[src/rtl/mem_stage.sv]
// rtl/mem_stage.sv - MEM pipeline stage: branch resolve, handshaked data memory access, MEM/WB registers
module mem_stage #(
    parameter int DATA_W   = 32,
    parameter int MAX_WAIT = 16
) (
    input  logic              clk,
    input  logic              rst_n,
    input  logic              ex_valid,
    input  logic [DATA_W-1:0] outE,
    input  logic              oZeroD,
    input  logic [DATA_W-1:0] data2D_E,
    input  logic [DATA_W-1:0] RegEscr1E,
    input  logic [DATA_W-1:0] salSum2E,
    input  logic              ctl_branch,
    input  logic              ctl_mem_read,
    input  logic              ctl_mem_write,
    input  logic              ctl_reg_write,
    output logic              stall,
    output logic              pc_src,
    output logic [DATA_W-1:0] branch_target,
    output logic              dmem_req,
    output logic              dmem_we,
    output logic [DATA_W-1:0] dmem_addr,
    output logic [DATA_W-1:0] dmem_wdata,
    input  logic              dmem_ready,
    input  logic [DATA_W-1:0] dmem_rdata,
    output logic              wb_valid,
    output logic              wb_reg_write,
    output logic [DATA_W-1:0] wb_data,
    output logic [DATA_W-1:0] wb_reg,
    output logic              misalign,
    output logic              bus_err
);

    localparam logic [1:0] S_IDLE   = 2'd0;
    localparam logic [1:0] S_ACCESS = 2'd1;
    localparam logic [1:0] S_ERR    = 2'd2;
    localparam int CW = $clog2(MAX_WAIT + 1);

    logic [1:0]        r_state;
    logic [CW-1:0]     r_wait;
    logic              r_dmem_req;
    logic              r_dmem_we;
    logic [DATA_W-1:0] r_dmem_addr;
    logic [DATA_W-1:0] r_dmem_wdata;
    logic              r_is_load;
    logic              r_rw;
    logic [DATA_W-1:0] r_reg;
    logic              r_wb_valid;
    logic              r_wb_reg_write;
    logic [DATA_W-1:0] r_wb_data;
    logic [DATA_W-1:0] r_wb_reg;
    logic              r_pc_src;
    logic [DATA_W-1:0] r_branch_target;
    logic              r_misalign;
    logic              r_bus_err;

    logic w_accept;
    logic w_is_mem;
    logic w_misal;
    logic w_timeout;

    assign w_accept  = ex_valid && (r_state == S_IDLE);
    assign w_is_mem  = ctl_mem_read || ctl_mem_write;
    assign w_misal   = (outE[1:0] != 2'b00);
    assign w_timeout = (r_wait == CW'(MAX_WAIT - 1));

    always_ff @(posedge clk or negedge rst_n) begin
        if (!rst_n) begin
            r_state         <= S_IDLE;
            r_wait          <= '0;
            r_dmem_req      <= 1'b0;
            r_dmem_we       <= 1'b0;
            r_dmem_addr     <= '0;
            r_dmem_wdata    <= '0;
            r_is_load       <= 1'b0;
            r_rw            <= 1'b0;
            r_reg           <= '0;
            r_wb_valid      <= 1'b0;
            r_wb_reg_write  <= 1'b0;
            r_wb_data       <= '0;
            r_wb_reg        <= '0;
            r_pc_src        <= 1'b0;
            r_branch_target <= '0;
            r_misalign      <= 1'b0;
            r_bus_err       <= 1'b0;
        end else begin
            r_wb_valid <= 1'b0;
            r_pc_src   <= 1'b0;
            r_misalign <= 1'b0;
            case (r_state)
                S_IDLE: begin
                    if (w_accept) begin
                        if (w_is_mem && !w_misal) begin
                            r_state      <= S_ACCESS;
                            r_wait       <= '0;
                            r_dmem_req   <= 1'b1;
                            r_dmem_we    <= ctl_mem_write;
                            r_dmem_addr  <= outE;
                            r_dmem_wdata <= data2D_E;
                            r_is_load    <= ctl_mem_read;
                            r_rw         <= ctl_reg_write;
                            r_reg        <= RegEscr1E;
                        end else begin
                            // Non-memory op, or a misaligned access that is dropped
                            r_wb_valid     <= 1'b1;
                            r_wb_data      <= outE;
                            r_wb_reg       <= RegEscr1E;
                            r_wb_reg_write <= ctl_reg_write && !ctl_branch && !w_is_mem;
                            r_misalign     <= w_is_mem;
                            if (ctl_branch && oZeroD && !w_is_mem) begin
                                r_pc_src        <= 1'b1;
                                r_branch_target <= salSum2E;
                            end
                        end
                    end
                end
                S_ACCESS: begin
                    if (dmem_ready) begin
                        r_state        <= S_IDLE;
                        r_dmem_req     <= 1'b0;
                        r_wait         <= '0;
                        r_wb_valid     <= 1'b1;
                        r_wb_data      <= r_is_load ? dmem_rdata : r_dmem_addr;
                        r_wb_reg       <= r_reg;
                        r_wb_reg_write <= r_is_load && r_rw;
                    end else if (w_timeout) begin
                        r_state    <= S_ERR;
                        r_dmem_req <= 1'b0;
                        r_bus_err  <= 1'b1;
                    end else begin
                        r_wait <= r_wait + 1'b1;
                    end
                end
                S_ERR: begin
                    r_state <= S_ERR;
                end
                default: begin
                    r_state <= S_IDLE;
                end
            endcase
        end
    end

    assign stall         = (r_state != S_IDLE);
    assign pc_src        = r_pc_src;
    assign branch_target = r_branch_target;
    assign dmem_req      = r_dmem_req;
    assign dmem_we       = r_dmem_we;
    assign dmem_addr     = r_dmem_addr;
    assign dmem_wdata    = r_dmem_wdata;
    assign wb_valid      = r_wb_valid;
    assign wb_reg_write  = r_wb_reg_write;
    assign wb_data       = r_wb_data;
    assign wb_reg        = r_wb_reg;
    assign misalign      = r_misalign;
    assign bus_err       = r_bus_err;

endmodule
[config.mk]
export PLATFORM = sky130hd
export DESIGN_NAME = mem_stage
export DESIGN_NICKNAME = d
export VERILOG_FILES = /design/src/rtl/mem_stage.sv
export SDC_FILE = /design/constraint.sdc
export NUM_CORES = 1
export LEC_CHECK = 0
export ABC_AREA = 1
export BUFFER_PORTS_ARGS = -buffer_cell sky130_fd_sc_hd__buf_4
export CORE_UTILIZATION = 50
export CTS_CLUSTER_DIAMETER = 40
export DETAILED_ROUTE_END_ITERATION = 10
export GPL_ROUTABILITY_DRIVEN = 0
export GPL_TIMING_DRIVEN = 0
export PLACE_DENSITY = 0.81
export SYNTH_ARGS = -nofsm -noshare
export SYNTH_HDL_FRONTEND = slang
export SYNTH_SLANG_ARGS = --single-unit
[constraint.sdc]
create_clock -name clk -period 1.7 [get_ports clk]
set_input_delay 0.255 -clock clk [delete_from_list [all_inputs] [get_ports clk]]
set_output_delay 0.255 -clock clk [all_outputs]
set_load 0.02 [all_outputs]
==> impl_metrics.csv, run 1 <==
group,metric,value,unit
worst_setup_path,worst_ep_arrival_time,2.05,ns
placement,portBuffers,336,
logic_synthesis,ys_seq_area_share,57.3,%
layout,area_growth,58.6,%
route,via_per_inst,5.24,
floorplan,core_area,0.0175,mm^2
floorplan,die_h,137,um
layout,regArea,0.00521,mm^2
clocking,clock_path_buffers,3,
clocking,htreeDepth,1,
min_path,holdPathEnd,"dmem_we$_DFFE_PN0P_",
pwr,ir_worst_vdd,861,uV
worst_setup_path,critPathMaxFanout,10,
floorplan,die_w,137,um
timing,finalCriticalPeriod,1.65,ns
logic_synthesis,yosys_warnings,0,
route,drc,0,
floorplan,num_io_pins,337,
logic_synthesis,synthCells,1155,
route,wirelength_met1,12100,um
timing,fin_crit_sh,97.1,%
timing,skew,0.0178,ns
pwr,p_leak,0.00807,uW
worst_setup_path,r2r_start,"r_state[1]$_DFFE_PN0P_",
route,drt-pass1-iter-count,5,
placement,hpwlAfterDp,20600,um
route,drt_iter0_markers,644,
worst_setup_path,worstPathRequired,2.10,ns
logic_synthesis,ys_types,21,
route,dr_wl_met2,16700,um
pwr,power,12500,uW
clocking,clk_latency,0.55,ns
layout,nets,1825,
clocking,cts-root-buf,"clkbuf_16",
route,avgRoutedWirePerCell,17.7,um
logic_synthesis,synth_area,0.00908,mm^2
timing,rsz0062_at_grt,"true",
clocking,cts_buffers,31,
worst_setup_path,timing.critical_path.to_type,"flip-flop",
route,wl,33700,um
logic_synthesis,syn_nets,1326,
route,ant_nets,0,
timing,setup_viol,0,
route,maxUsedRoutingLayer,"met4",
global_route,antenna_found_initial,0,
floorplan,initial_core_util,51.8,%
placement,dp_slack,-0.0275,ns
layout,insertedDiodeCount,0,
worst_setup_path,regToRegSetupSlack,0.05,ns
floorplan,die-area,0.0187,mm^2
global_route,track_usage,36.0,%
worst_setup_path,timing.rr.end,"dmem_addr[15]$_DFFE_PN0P_",
worst_setup_path,worst-setup-path-type,"reg -> reg",
clocking,cts_tree,"yes",
layout,fill_cells,1032,
min_path,whs_path_depth,3,
worst_setup_path,crit_path_start_kind,"flip-flop",
global_route,grt_max_degree,112,
timing,hold_viol,0,
route,wl_met3,2790,um
clocking,path_clk_slew,0.06,ns
floorplan,rows,48,
timing,maxSlewHeadroom,48.2,%
clocking,clock-sinks,208,
min_path,hold_path_startpoint,"ctl_mem_write",
global_route,grt_pass1_wl,51800,um
timing,setup_ws,0.0495,ns
flow_run,maxCapViolations,0,
timing,drv_slew,0,
global_route,grt_pass1_vias,10200,
logic_synthesis,ys_ff_latch,208,
run_status,status,"complete, no violations",
timing,worst_slew_pin_slew,0.777,ns
logic_synthesis,syn_avg_cell_area,7.87,um^2
timing,holdWs,0.0347,ns
min_path,hold_path_class,"in -> reg",
worst_setup_path,reg2regPathDepth,7,
pwr,power.density,865,mW/mm^2
route,num_vias,9970,
layout,drive_gt1_share,27.5,%
layout,multi_input_area,0.00325,mm^2
global_route,overflow,0,
timing,fmax,606,MHz
-- cell families after synthesis --
| group | after synthesis | synth area share (%) |
|---|---|---|
| buffers and inverters | 145 | 7.05 |
| AO/OA/AOI/OAI | 137 | 7.59 |
| XOR/XNOR | 1 | 0.0964 |
| AND/OR/NAND/NOR | 662 | 27.7 |
| flip-flops | 208 | 57.3 |
| adder cells (fa/ha/maj) | 2 | 0.275 |
-- worst max-delay path by stage --
stage | from | end | depth (start not counted)
2_1_floorplan | r_wait[0]$_DFFE_PN0P_ | r_wait[0]$_DFFE_PN0P_ | 8
3_3_place_gp | rst_n | branch_target[13]$_DFFE_PN0P_ | 1
3_5_place_dp | r_is_load$_DFFE_PN0P_ | wb_data[31]$_DFFE_PN0P_ | 7
4_1_cts | r_state[1]$_DFFE_PN0P_ | dmem_wdata[24]$_DFFE_PN0P_ | 8
5_1_grt | r_state[1]$_DFFE_PN0P_ | wb_data[9]$_DFFE_PN0P_ | 7
6_report | r_state[1]$_DFFE_PN0P_ | dmem_addr[15]$_DFFE_PN0P_ | 7
-- layer usage --
| metal | vias up | track usage (%) |
|---|---|---|
| li1 | 4525 | - |
| met1 | 4705 | 41.3 |
| met2 | 592 | 61.7 |
| met3 | 148 | 7.78 |
| met4 | 0 | 21.6 |
| met5 | - | 0 |
-- worst max-delay path, cell delays in order, from the launching register on --
cell and delay, ns:
dfrtp_2 0.45, nor2_2 0.15, nand2_2 0.11, nor2_4 0.19, buf_12 0.14, buf_4 0.09
clkbuf_2 0.24, o21ai_0 0.14
-- repair_timing --
item                       4_1_cts  5_1_grt
resized for setup                3       47
buffers inserted                 0        3
hold buffers                   128        0
pin swaps                        1        4
setup endpoints to repair       10      159
hold endpoints to repair       224        0
-- stage by stage --
stage	utilization (%)	std cells	setup TNS [ns]	instance area, um^2
after floorplan	-	1155	0	9080
after global placement	67.8	1716	-228.31	11900
after detailed placement	68.0	1717	-0.164	11900
after CTS	81.6	1903	0	14300
after global routing	82.2	1904	-0.277	14400
final	82.2	1904	0	14400
-- where the power goes --
| part | leakage [uW] | total [uW] | switching [uW] | internal (uW) |
|---|---|---|---|---|
| clock | 0.000525 | 6730 | 2420 | 4300 |
| combinational | 0.00498 | 783 | 304 | 479 |
| sequential | 0.00256 | 4950 | 0 | 4950 |
-- cells in the final DEF (no fill, tap or decap), types with 2 or more instances in the layout --
master / instances
nand2_1: 636
buf_4: 351
dfrtp_1: 206
o21ai_0: 130
dlygate4sd3_1: 128
inv_1: 79
clkbuf_16: 31
buf_2: 18
clkbuf_1: 12
nor2_1: 8
nand3_1: 8
clkbuf_2: 8
clkbuf_4: 6
inv_6: 5
clkinvlp_4: 5
bufinv_16: 5
inv_2: 4
o21ai_1: 4
buf_6: 4
clkbuf_8: 4
nor2_2: 3
nand2_2: 3
buf_8: 3
clkinv_2: 3
or2_2: 2
dfrtp_2: 2
-- cell type report --
type                            count  area share [%]
Tap cell                          225            1.95
Inverter                           83            2.16
Timing Repair Buffer              468            26.9
Multi-Input combinational cell    802            22.5
Clock buffer                       39            5.87
Sequential cell                   208            36.1
Clock inverter                     19            1.77
Buffer                             60            2.67
-- cells in the mapped netlist, drive strengths merged --
| library cell | count | share of area [%] |
|---|---|---|
| nand2 | 639 | 26 |
| dfrtp | 208 | 57 |
| o21ai | 134 | 7.4 |
| inv | 83 | 3.4 |
| buf | 45 | 2.9 |
| clkbuf | 17 | 0.70 |
| nor2 | 12 | 0.63 |
| nand3 | 8 | 0.44 |
| ha | 2 | 0.28 |
| or2 | 2 | 0.14 |
| a21oi | 1 | 0.055 |
| a31oi | 1 | 0.069 |
| nor3 | 1 | 0.055 |
| o21bai | 1 | 0.083 |
| xor2 | 1 | 0.096 |
Note: power is estimated with default switching activity, not from simulation.
==> run 2: changes to the inputs <==
CORE_UTILIZATION = 51   (was 50)
CTS_BUF_LIST = sky130_fd_sc_hd__clkbuf_4 sky130_fd_sc_hd__clkbuf_8   (was default)
PLACE_DENSITY = 0.82   (was 0.81)
==> run 2 against run 1 <==
  * Register-to-register slack improved by 0.04 ns
  * Maximum frequency rose by 2.8%
  * Via count down 1.0%
  * Die area down 1.9%
  * Utilization fell by 1.6 points
  * Sequential share of layout area grew 1.1 points
  * Design area fell by 3.0%
  * Sequential cell count is the same
  * Critical path depth unchanged
  * Total power fell by 16%
  * Largest power group is now sequential cells
==> impl_metrics.csv, run 2 (synthesis results as in run 1) <==
group,metric,value,unit
run_status,status,"complete, no violations",
timing,worst_slew_pin_slew,0.743,ns
global_route,overflow,0,
min_path,holdPathEnd,"dmem_we$_DFFE_PN0P_",
flow_run,maxCapViolations,0,
clocking,path_clk_slew,0.06,ns
clocking,clk_latency,0.52,ns
clocking,htreeDepth,2,
route,drc,0,
pwr,ir_worst_vdd,542,uV
min_path,hold_path_startpoint,"ctl_mem_write",
worst_setup_path,crit_buf_inv,2,
floorplan,die_h,135,um
clocking,clock_path_buffers,3,
timing,drv_slew,0,
pwr,power.density,746,mW/mm^2
placement,portBuffers,336,
worst_setup_path,crit_top_cell,"nand2_1",
global_route,grt_pass1_vias,9992,
timing,setup_ws,0.0938,ns
worst_setup_path,cpPeakStageDelay,0.43,ns
worst_setup_path,timing.rr.end,"dmem_wdata[12]$_DFFE_PN0P_",
floorplan,core_area,0.0174,mm^2
worst_setup_path,path_cells,"nor2_2 > nand2_2 > nor2_4 > buf_6 > buf_4 > nand2_1 > nand2_1",
clocking,cts-root-buf,"clkbuf_8",
global_route,track_usage,36.4,%
placement,post-place-cells,1717,
global_route,grt_max_degree,113,
worst_setup_path,worst_ep_arrival_time,2.06,ns
floorplan,die_w,135,um
floorplan,num_io_pins,337,
route,drt-pass1-iter-count,6,
layout,area_growth,53.9,%
layout,nets,1830,
global_route,grt_pass1_wl,51000,um
worst_setup_path,reg2regPathDepth,7,
route,ant_nets,0,
worst_setup_path,regToRegSetupSlack,0.09,ns
timing,finalCriticalPeriod,1.61,ns
min_path,whs_path_depth,3,
floorplan,rows,48,
timing,maxSlewHeadroom,50.4,%
worst_setup_path,r2r_start,"r_state[0]$_DFFE_PN0P_",
timing,setup_viol,0,
worst_setup_path,critPathMaxFanout,10,
route,wl,33200,um
route,drt_iter0_markers,702,
clocking,cts_tree,"yes",
timing,skew,0.0103,ns
worst_setup_path,worstPathRequired,2.15,ns
route,num_vias,9870,
layout,drive_gt1_share,27.9,%
pwr,p_leak,0.00792,uW
floorplan,initial_core_util,52.3,%
worst_setup_path,cp_slowest_cell,"dfrtp_1",
clocking,clock-sinks,208,
layout,finalNonFillerCells,1911,
layout,final_cell_mix,"nand2_1, buf_4, dfrtp_1",
layout,final_common_cell,"nand2_1",
placement,dp_slack,0.0142,ns
worst_setup_path,crit_path_start_kind,"flip-flop",
timing,hold_viol,0,
route,via_per_inst,5.16,
worst_setup_path,timing.critical_path.to_type,"flip-flop",
placement,hpwlAfterDp,20200,um
worst_setup_path,critPathTopFamily,"simple AND/OR/NAND/NOR gates",
global_route,antenna_found_initial,2,
worst_setup_path,worst-setup-path-type,"reg -> reg",
route,avgRoutedWirePerCell,17.4,um
floorplan,die-area,0.0184,mm^2
clocking,cts_buffers,37,
min_path,hold_path_class,"in -> reg",
timing,fin_crit_sh,94.5,%
timing,fmax,623,MHz
[run 2: per-stage QoR]
step | util, % | TNS [ns] | total power, uW | area [um^2] | hold WS [ns]
floorplan | - | 0 | 5120 | 9080 | -0.0406
global placement | 68.5 | -226.50 | 5540 | 11900 | 0.448
detailed placement | 68.7 | 0 | 5560 | 11900 | 0.333
CTS | 80.2 | 0 | 10400 | 13900 | 0.0219
global route | 80.5 | -0.0320 | 10700 | 14000 | 0.0754
finish | 80.5 | 0 | 10400 | 14000 | 0.0668
[run 2: what timing repair did]
item / in CTS / in global routing
buffers inserted: 0 / 1
endpoints found under the hold margin: 223 / 0
resized for setup: 0 / 33
endpoints found under the setup margin: 0 / 124
hold buffers: 128 / 0
[run 2: cell type report]
cell class / instances / area (um^2)
clock buffers: 58 / 686
diodes: 2 / 5.00
plain buffers: 61 / 358
multi-input cells: 802 / 3250
well taps: 225 / 282
flip-flops and latches: 208 / 5210
clock inverters: 6 / 36.3
fillers: 1118 / 3380
repair buffers: 466 / 3850
inverters: 83 / 312
[run 2: worst max-delay path by stage]
stage	from	endpoint	slack [ns]	cells past startpoint
4_1_cts	r_state[0]$_DFFE_PN0P_	r_reg[23]$_DFFE_PN0P_	0.02	6
2_1_floorplan	r_wait[0]$_DFFE_PN0P_	r_wait[0]$_DFFE_PN0P_	0.24	8
6_report	r_state[0]$_DFFE_PN0P_	dmem_wdata[12]$_DFFE_PN0P_	0.09	7
3_5_place_dp	outE[1]	r_reg[28]$_DFFE_PN0P_	0.01	7
5_1_grt	r_state[0]$_DFFE_PN0P_	r_reg[20]$_DFFE_PN0P_	-0.01	6
3_3_place_gp	rst_n	branch_target[14]$_DFFE_PN0P_	-1.11	1
[run 2: power breakdown]
| part | switching (uW) | total, uW | leakage [uW] | internal [uW] |
|---|---|---|---|---|
| logic | 313 | 793 | 0.00497 | 479 |
| clock network | 2110 | 4680 | 0.000391 | 2570 |
| registers | 0 | 4950 | 0.00256 | 4950 |
| total | 2420 | 10400 | 0.00792 | 8000 |
[run 2: worst reg2reg max path, delay by kind of cell (launching register included)]
family / cells / cell delay, ns
AND/OR/NAND/NOR: 5 / 0.71
buffers and inverters: 2 / 0.41
flip-flops: 1 / 0.43
[run 2: metal layers]
layer  routed length [um]  vias to the layer above  global-route usage [%]
met5                    0                        -                       0
met4                 2380                        0                    25.9
met3                 2400                      170                    6.70
met2                16100                      564                    61.4
met1                12400                     4615                    41.8
li1                     -                     4521                       -
